File: config.mk
export PLATFORM = sky130hd
export DESIGN_NAME = read_pointer_gen_flat
export DESIGN_NICKNAME = d
export VERILOG_FILES = /design/src/rtl/read_pointer_gen_pkg.sv /design/src/rtl/read_pointer_gen_if.sv /design/src/rtl/read_pointer_gen_ptr_mod_add.sv /design/src/rtl/read_pointer_gen.sv /design/src/flat_wrapper.sv
export SDC_FILE = /design/constraint.sdc
export NUM_CORES = 1
export LEC_CHECK = 0
export ABC_AREA = 1
export BUFFER_PORTS_ARGS = -buffer_cell sky130_fd_sc_hd__buf_4
export CAP_MARGIN = 10
export CELL_PAD_IN_SITES_DETAIL_PLACEMENT = 1
export CELL_PAD_IN_SITES_GLOBAL_PLACEMENT = 1
export CORE_UTILIZATION = 37
export DETAILED_ROUTE_END_ITERATION = 7
export HOLD_SLACK_MARGIN = 0.05
export PLACE_DENSITY_LB_ADDON = 0.1
export SLEW_MARGIN = 20
export SYNTH_ARGS = -nofsm -noshare
export SYNTH_HDL_FRONTEND = slang
export SYNTH_SLANG_ARGS = --single-unit
File: constraint.sdc
create_clock -name clk -period 1.7 [get_ports clk]
set_input_delay 0.34 -clock clk [delete_from_list [all_inputs] [get_ports clk]]
set_output_delay 0.34 -clock clk [all_outputs]
set_load 0.02 [all_outputs]
File: src/rtl/read_pointer_gen_pkg.sv
// Shared types for the read-pointer generator and its sibling pointer blocks.
package read_pointer_pkg;

    typedef enum logic [1:0] {
        IDLE = 2'd0,
        RUN  = 2'd1,
        DONE = 2'd2
    } state_t;

    localparam logic MODE_WRAP = 1'b0;
    localparam logic MODE_STOP = 1'b1;

endpackage

File: src/rtl/read_pointer_gen_if.sv
// Control/status bundle between a buffer read controller and the pointer generator.
interface read_pointer_gen_if #(
    parameter int PTR_W  = 5,
    parameter int STEP_W = 2,
    parameter int CNT_W  = 4
);
    logic              ready;
    logic              halt;
    logic              clear;
    logic              mode;
    logic [STEP_W-1:0] step;
    logic [PTR_W-1:0]  read_pointer;
    logic              enable;
    logic              overflow;
    logic [CNT_W-1:0]  overflow_cnt;
    logic              done;

    modport master (
        output ready, halt, clear, mode, step,
        input  read_pointer, enable, overflow, overflow_cnt, done
    );

    modport slave (
        input  ready, halt, clear, mode, step,
        output read_pointer, enable, overflow, overflow_cnt, done
    );
endinterface

File: src/rtl/read_pointer_gen_ptr_mod_add.sv
// Modulo-DEPTH pointer adder; shared by the read- and write-side pointer blocks.
module ptr_mod_add #(
    parameter int PTR_W  = 5,
    parameter int STEP_W = 2,
    parameter int DEPTH  = 32
) (
    input  logic [PTR_W-1:0]  ptr,
    input  logic [STEP_W-1:0] step,
    output logic [PTR_W-1:0]  ptr_nxt,
    output logic              wrap
);
    localparam logic [PTR_W:0] DEPTH_V = (PTR_W+1)'(DEPTH);

    logic [PTR_W:0] sum;

    // One extra bit so ptr + step never truncates before the modulus compare.
    always_comb begin
        sum     = {1'b0, ptr} + (PTR_W+1)'(step);
        wrap    = (sum >= DEPTH_V);
        ptr_nxt = wrap ? PTR_W'(sum - DEPTH_V) : sum[PTR_W-1:0];
    end
endmodule

File: src/rtl/read_pointer_gen.sv
// Read-pointer generator: run controller, modulo pointer, overflow pulse and saturating wrap count.
module read_pointer_gen
    import read_pointer_pkg::*;
#(
    parameter int PTR_W  = 5,
    parameter int DEPTH  = 32,
    parameter int STEP_W = 2,
    parameter int CNT_W  = 4
) (
    input logic              clk,
    input logic              resetn,
    read_pointer_gen_if.slave bus
);
    state_t           state;
    logic             mode_q;
    logic [PTR_W-1:0] ptr;
    logic             ovf;
    logic [CNT_W-1:0] cnt;
    logic             en;
    logic             dn;
    logic [PTR_W-1:0] ptr_nxt;
    logic             wrap;

    ptr_mod_add #(
        .PTR_W  (PTR_W),
        .STEP_W (STEP_W),
        .DEPTH  (DEPTH)
    ) u_add (
        .ptr     (ptr),
        .step    (bus.step),
        .ptr_nxt (ptr_nxt),
        .wrap    (wrap)
    );

    // enable/done are kept as their own flops so every output is registered.
    always_ff @(posedge clk or negedge resetn) begin
        if (!resetn) begin
            state  <= IDLE;
            mode_q <= MODE_WRAP;
            ptr    <= '0;
            ovf    <= 1'b0;
            cnt    <= '0;
            en     <= 1'b0;
            dn     <= 1'b0;
        end else if (bus.clear) begin
            state <= IDLE;
            ptr   <= '0;
            ovf   <= 1'b0;
            cnt   <= '0;
            en    <= 1'b0;
            dn    <= 1'b0;
        end else if (bus.halt) begin
            state <= IDLE;
            ovf   <= 1'b0;
            en    <= 1'b0;
            dn    <= 1'b0;
        end else begin
            case (state)
                IDLE: begin
                    ovf <= 1'b0;
                    if (bus.ready) begin
                        state  <= RUN;
                        mode_q <= bus.mode;
                        en     <= 1'b1;
                    end
                end
                RUN: begin
                    ptr <= ptr_nxt;
                    ovf <= wrap;
                    if (wrap && cnt != '1) cnt <= cnt + 1'b1;
                    if (wrap && mode_q == MODE_STOP) begin
                        state <= DONE;
                        en    <= 1'b0;
                        dn    <= 1'b1;
                    end
                end
                DONE: begin
                    ovf <= 1'b0;
                    // Level ready must drop before a new run can start.
                    if (!bus.ready) begin
                        state <= IDLE;
                        dn    <= 1'b0;
                    end
                end
                default: begin
                    state <= IDLE;
                    ovf   <= 1'b0;
                    en    <= 1'b0;
                    dn    <= 1'b0;
                end
            endcase
        end
    end

    assign bus.read_pointer = ptr;
    assign bus.enable       = en;
    assign bus.overflow     = ovf;
    assign bus.overflow_cnt = cnt;
    assign bus.done         = dn;

    a_step_le_depth: assert property (@(posedge clk) disable iff (!resetn)
        32'(bus.step) <= DEPTH);
endmodule
File: src/flat_wrapper.sv
// flat-port wrapper written by rule: the top's interface ports become plain ports
module read_pointer_gen_flat import read_pointer_pkg::*;
#(
    parameter int PTR_W  = 5,
    parameter int DEPTH  = 32,
    parameter int STEP_W = 2,
    parameter int CNT_W  = 4
)
  (clk, resetn, bus_ready, bus_halt, bus_clear, bus_mode, bus_step, bus_read_pointer, bus_enable, bus_overflow, bus_overflow_cnt, bus_done);
  read_pointer_gen_if #(.PTR_W(PTR_W), .STEP_W(STEP_W), .CNT_W(CNT_W)) bus_i ();
  input logic clk;
  input logic resetn;
  input wire logic [$bits(bus_i.ready)-1:0] bus_ready;
  input wire logic [$bits(bus_i.halt)-1:0] bus_halt;
  input wire logic [$bits(bus_i.clear)-1:0] bus_clear;
  input wire logic [$bits(bus_i.mode)-1:0] bus_mode;
  input wire logic [$bits(bus_i.step)-1:0] bus_step;
  output wire logic [$bits(bus_i.read_pointer)-1:0] bus_read_pointer;
  output wire logic [$bits(bus_i.enable)-1:0] bus_enable;
  output wire logic [$bits(bus_i.overflow)-1:0] bus_overflow;
  output wire logic [$bits(bus_i.overflow_cnt)-1:0] bus_overflow_cnt;
  output wire logic [$bits(bus_i.done)-1:0] bus_done;
  assign bus_i.ready = bus_ready;
  assign bus_i.halt = bus_halt;
  assign bus_i.clear = bus_clear;
  assign bus_i.mode = bus_mode;
  assign bus_i.step = bus_step;
  assign bus_read_pointer = bus_i.read_pointer;
  assign bus_enable = bus_i.enable;
  assign bus_overflow = bus_i.overflow;
  assign bus_overflow_cnt = bus_i.overflow_cnt;
  assign bus_done = bus_i.done;
  read_pointer_gen #(.PTR_W(PTR_W), .DEPTH(DEPTH), .STEP_W(STEP_W), .CNT_W(CNT_W)) u_core (.clk(clk), .resetn(resetn), .bus(bus_i));
endmodule
==> run_results.csv <==
group,metric,value,unit
logic_synthesis,syn_avg_cell_area,7.79,µm²
finish,area_delta_synth_final,24.8,%
cts,clkTransAtPathRegs,0.10,ns
power,p_leak,0.575,nW
setup_path,cp_slowest_cell,"dfrtp_1",
detailed_routing,ant_nets,0,
grt,grt_pass1_wl,3680,µm
placed_design,place_congestion,0.725,
finish,n_antenna_cell,0,
die,dieArea,2560,µm²
sta,worst_pin_slew,0.325,ns
detailed_routing,viasPerCell,4.78,
finish,nets,150,
detailed_routing,wl_per_cell,12.4,µm
detailed_routing,num_vias,789,
sta,finalMaxSlewViolations,0,
power,power_per_cell_area,608,nW/µm²
worst_hold_path,hp-class,"input pin to register",
die,ios,20,
outcome,status,"complete, no violations",
job,cap_violations,0,
detailed_routing,routed_wirelength,2050,µm
sta,skew,0.00784,ns
setup_path,critPathRequiredTime,1.89,ns
detailed_routing,first_pass_iters,3,
logic_synthesis,ys.warnings.count,0,
cts,clockRootBuffer,"clkbuf_4",
logic_synthesis,syn-num-nets,124,
die,die_h,50.6,µm
logic_synthesis,synth_cell_type_count,19,
sta,tns,0,ns
die,fp-row-count,17,
setup_path,arrival,1.72,ns
setup_path,crit_path_end_kind,"register",
setup_path,worst-setup-path-type,"register to register",
cts,clk_latency,0.29,ns
setup_path,start_kind,"register",
sta,period_minus_slack,1.53,ns
logic_synthesis,synth_area,872,µm²
cts,cts_buffer_depth,2,
cts,post-cts-setup-buffers,0,
grt,grt_max_degree,16,
finish,fillerInstances,290,
logic_synthesis,synth_seq_area_share,43.0,%
sta,rsz0062_at_grt,"false",
logic_synthesis,synth-seq-cells,15,
cts,htree_levels,1,
sta,setup_viol,0,
die,die_w,50.6,µm
logic_synthesis,netlist_instances,112,
placed_design,dp_slack,0.136,ns
cts,cts_sinks,15,
sta,max_freq,655,MHz
die,core-area,2210,µm²
cts,numCtsBuffers,3,
sta,relSlewSlack,78.1,%
die,start_util,39.4,%
grt,grt_overflow,0,
setup_path,max_stage_delay,0.39,ns
detailed_routing,drc,0,
finish,final_layout_size_suffix_gt1_share,24.1,%
cts,cts_tree,"built",
grt,track_usage,19.5,%
setup_path,path_cells,"ha_1, inv_1, fa_1, nor2_1, nand4_1, nand2_1, nor2_1",
sta,final_hold_viol_count,0,
placed_design,port_buffers,19,
grt,antenna_found_initial,0,
grt,grt_pass1_vias,853,
sta,fin_crit_sh,89.8,%
placed_design,dp_hpwl,1660,µm
setup_path,cp_common_cell,"nor2_1",
sta,timing.final.ws_setup,0.173,ns
setup_path,path_max_fanout,4,
power,ir_worst_vdd,0.559,mV
detailed_routing,drtIter0Drc,9,
-- power breakdown --
part	leakage, nW	internal (mW)	switching (mW)
clock	0.0177	0.0876	0.121
combinational	0.350	0.0315	0.0469
sequential	0.207	0.367	0.00835
total	0.575	0.486	0.176
-- Yosys cell counts --
library cell	instances	share of area, %
o21ai_1	1	0.57
nand3_4	1	2.0
nor2_4	2	2.6
a21boi_0	1	0.86
nor2_2	2	1.4
nor2_1	10	4.3
clkbuf_8	1	1.6
a21oi_1	2	1.1
dfrtp_1	15	43
fa_1	1	2.3
nand3_1	11	6.3
a31oi_1	1	0.72
o21ai_0	5	2.9
nand4_1	3	2.2
nand2_2	3	2.2
nor3_1	1	0.57
nand2_1	33	14
ha_1	3	4.3
inv_1	16	6.9
-- path summary, 6_finish.rpt --
| check | from | to | slack (ns) | cells past startpoint |
|---|---|---|---|---|
| min reg2reg | u_core.bus.enable | u_core.bus.enable | 0.49 | 2 |
| min | bus_clear | u_core.bus.overflow_cnt[0] | 0.24 | 2 |
| max | u_core.bus.read_pointer[0] | u_core.bus.read_pointer[4] | 0.17 | 7 |
| min in group asynchronous | resetn | u_core.bus.read_pointer[0] | 0.43 | 2 |
| max in group asynchronous | resetn | u_core.bus.overflow_cnt[1] | 1.08 | 2 |
| max reg2reg | u_core.bus.read_pointer[0] | u_core.bus.read_pointer[4] | 0.17 | 7 |
-- per-stage QoR --
step / power (mW) / util (%) / hold slack, ns / cell area (µm²) / instances
detailed placement: 0.461 / 47.5 / 0.212 / 1050 / 160
global placement: 0.456 / 47.5 / 0.211 / 1050 / 160
floorplan: 0.420 / - / 0.0444 / 872 / 112
CTS: 0.678 / 49.2 / 0.225 / 1090 / 165
finish: 0.662 / 49.2 / 0.235 / 1090 / 165
global route: 0.701 / 49.2 / 0.231 / 1090 / 165
-- layer usage --
metal	global-route usage (%)	share of wire (%)	up-vias
met5	0	0	-
met1	22.2	43	368
met3	6.97	4.0	2
met2	33.8	52	13
li1	-	-	406
met4	6.02	0.68	0
-- flip-flops by register name (all words and copies together), names as in the netlist --
signal / count
u_core.mode_q: 1
u_core.bus.read_pointer: 5
u_core.bus.overflow_cnt: 4
u_core.bus.enable: 1
u_core.bus.done: 1
u_core.state: 2
u_core.bus.overflow: 1
-- cell type report --
class                      instances  area, µm²  share of cell area, %
sequential                        15        375                   34.5
clock buffer                       3       22.5                   2.07
inverter                          16       60.1                   5.52
timing repair buffer              22        168                   15.4
multi-input combinational         80        423                   38.9
tap                               28       35.0                   3.22
clock inverter                     1       5.00                  0.460
-- worst max-delay path: cells and delay by family, from the launching register on --
kind / cells / cell delay [ns]
simple gates: 4 / 0.47
flops: 1 / 0.39
buf+inv: 1 / 0.05
fa+ha+maj: 2 / 0.52
-- timing repair --
item | CTS | global route
gates resized for setup | 0 | 0
hold buffers | 1 | 0
hold endpoints to repair | 15 | 0
-- cell families after synthesis --
kind of cell,synth area share [%]
compound gates,6.17
simple gates,35.7
fa+ha+maj,6.60
flops,43.0
buf+inv,8.46
-- layout by cell type, fill, tap and decap left out, types with 2 or more instances in the layout --
cell type and instances:
a21oi_1 2, buf_4 21, clkbuf_4 3, dfrtp_1 15, ha_1 3, inv_1 16
nand2_1 33, nand2_2 3, nand3_1 11, nand4_1 3, nor2_1 10, nor2_2 2
nor2_4 2, o21ai_0 5
Power figures use the tool's default switching activity.
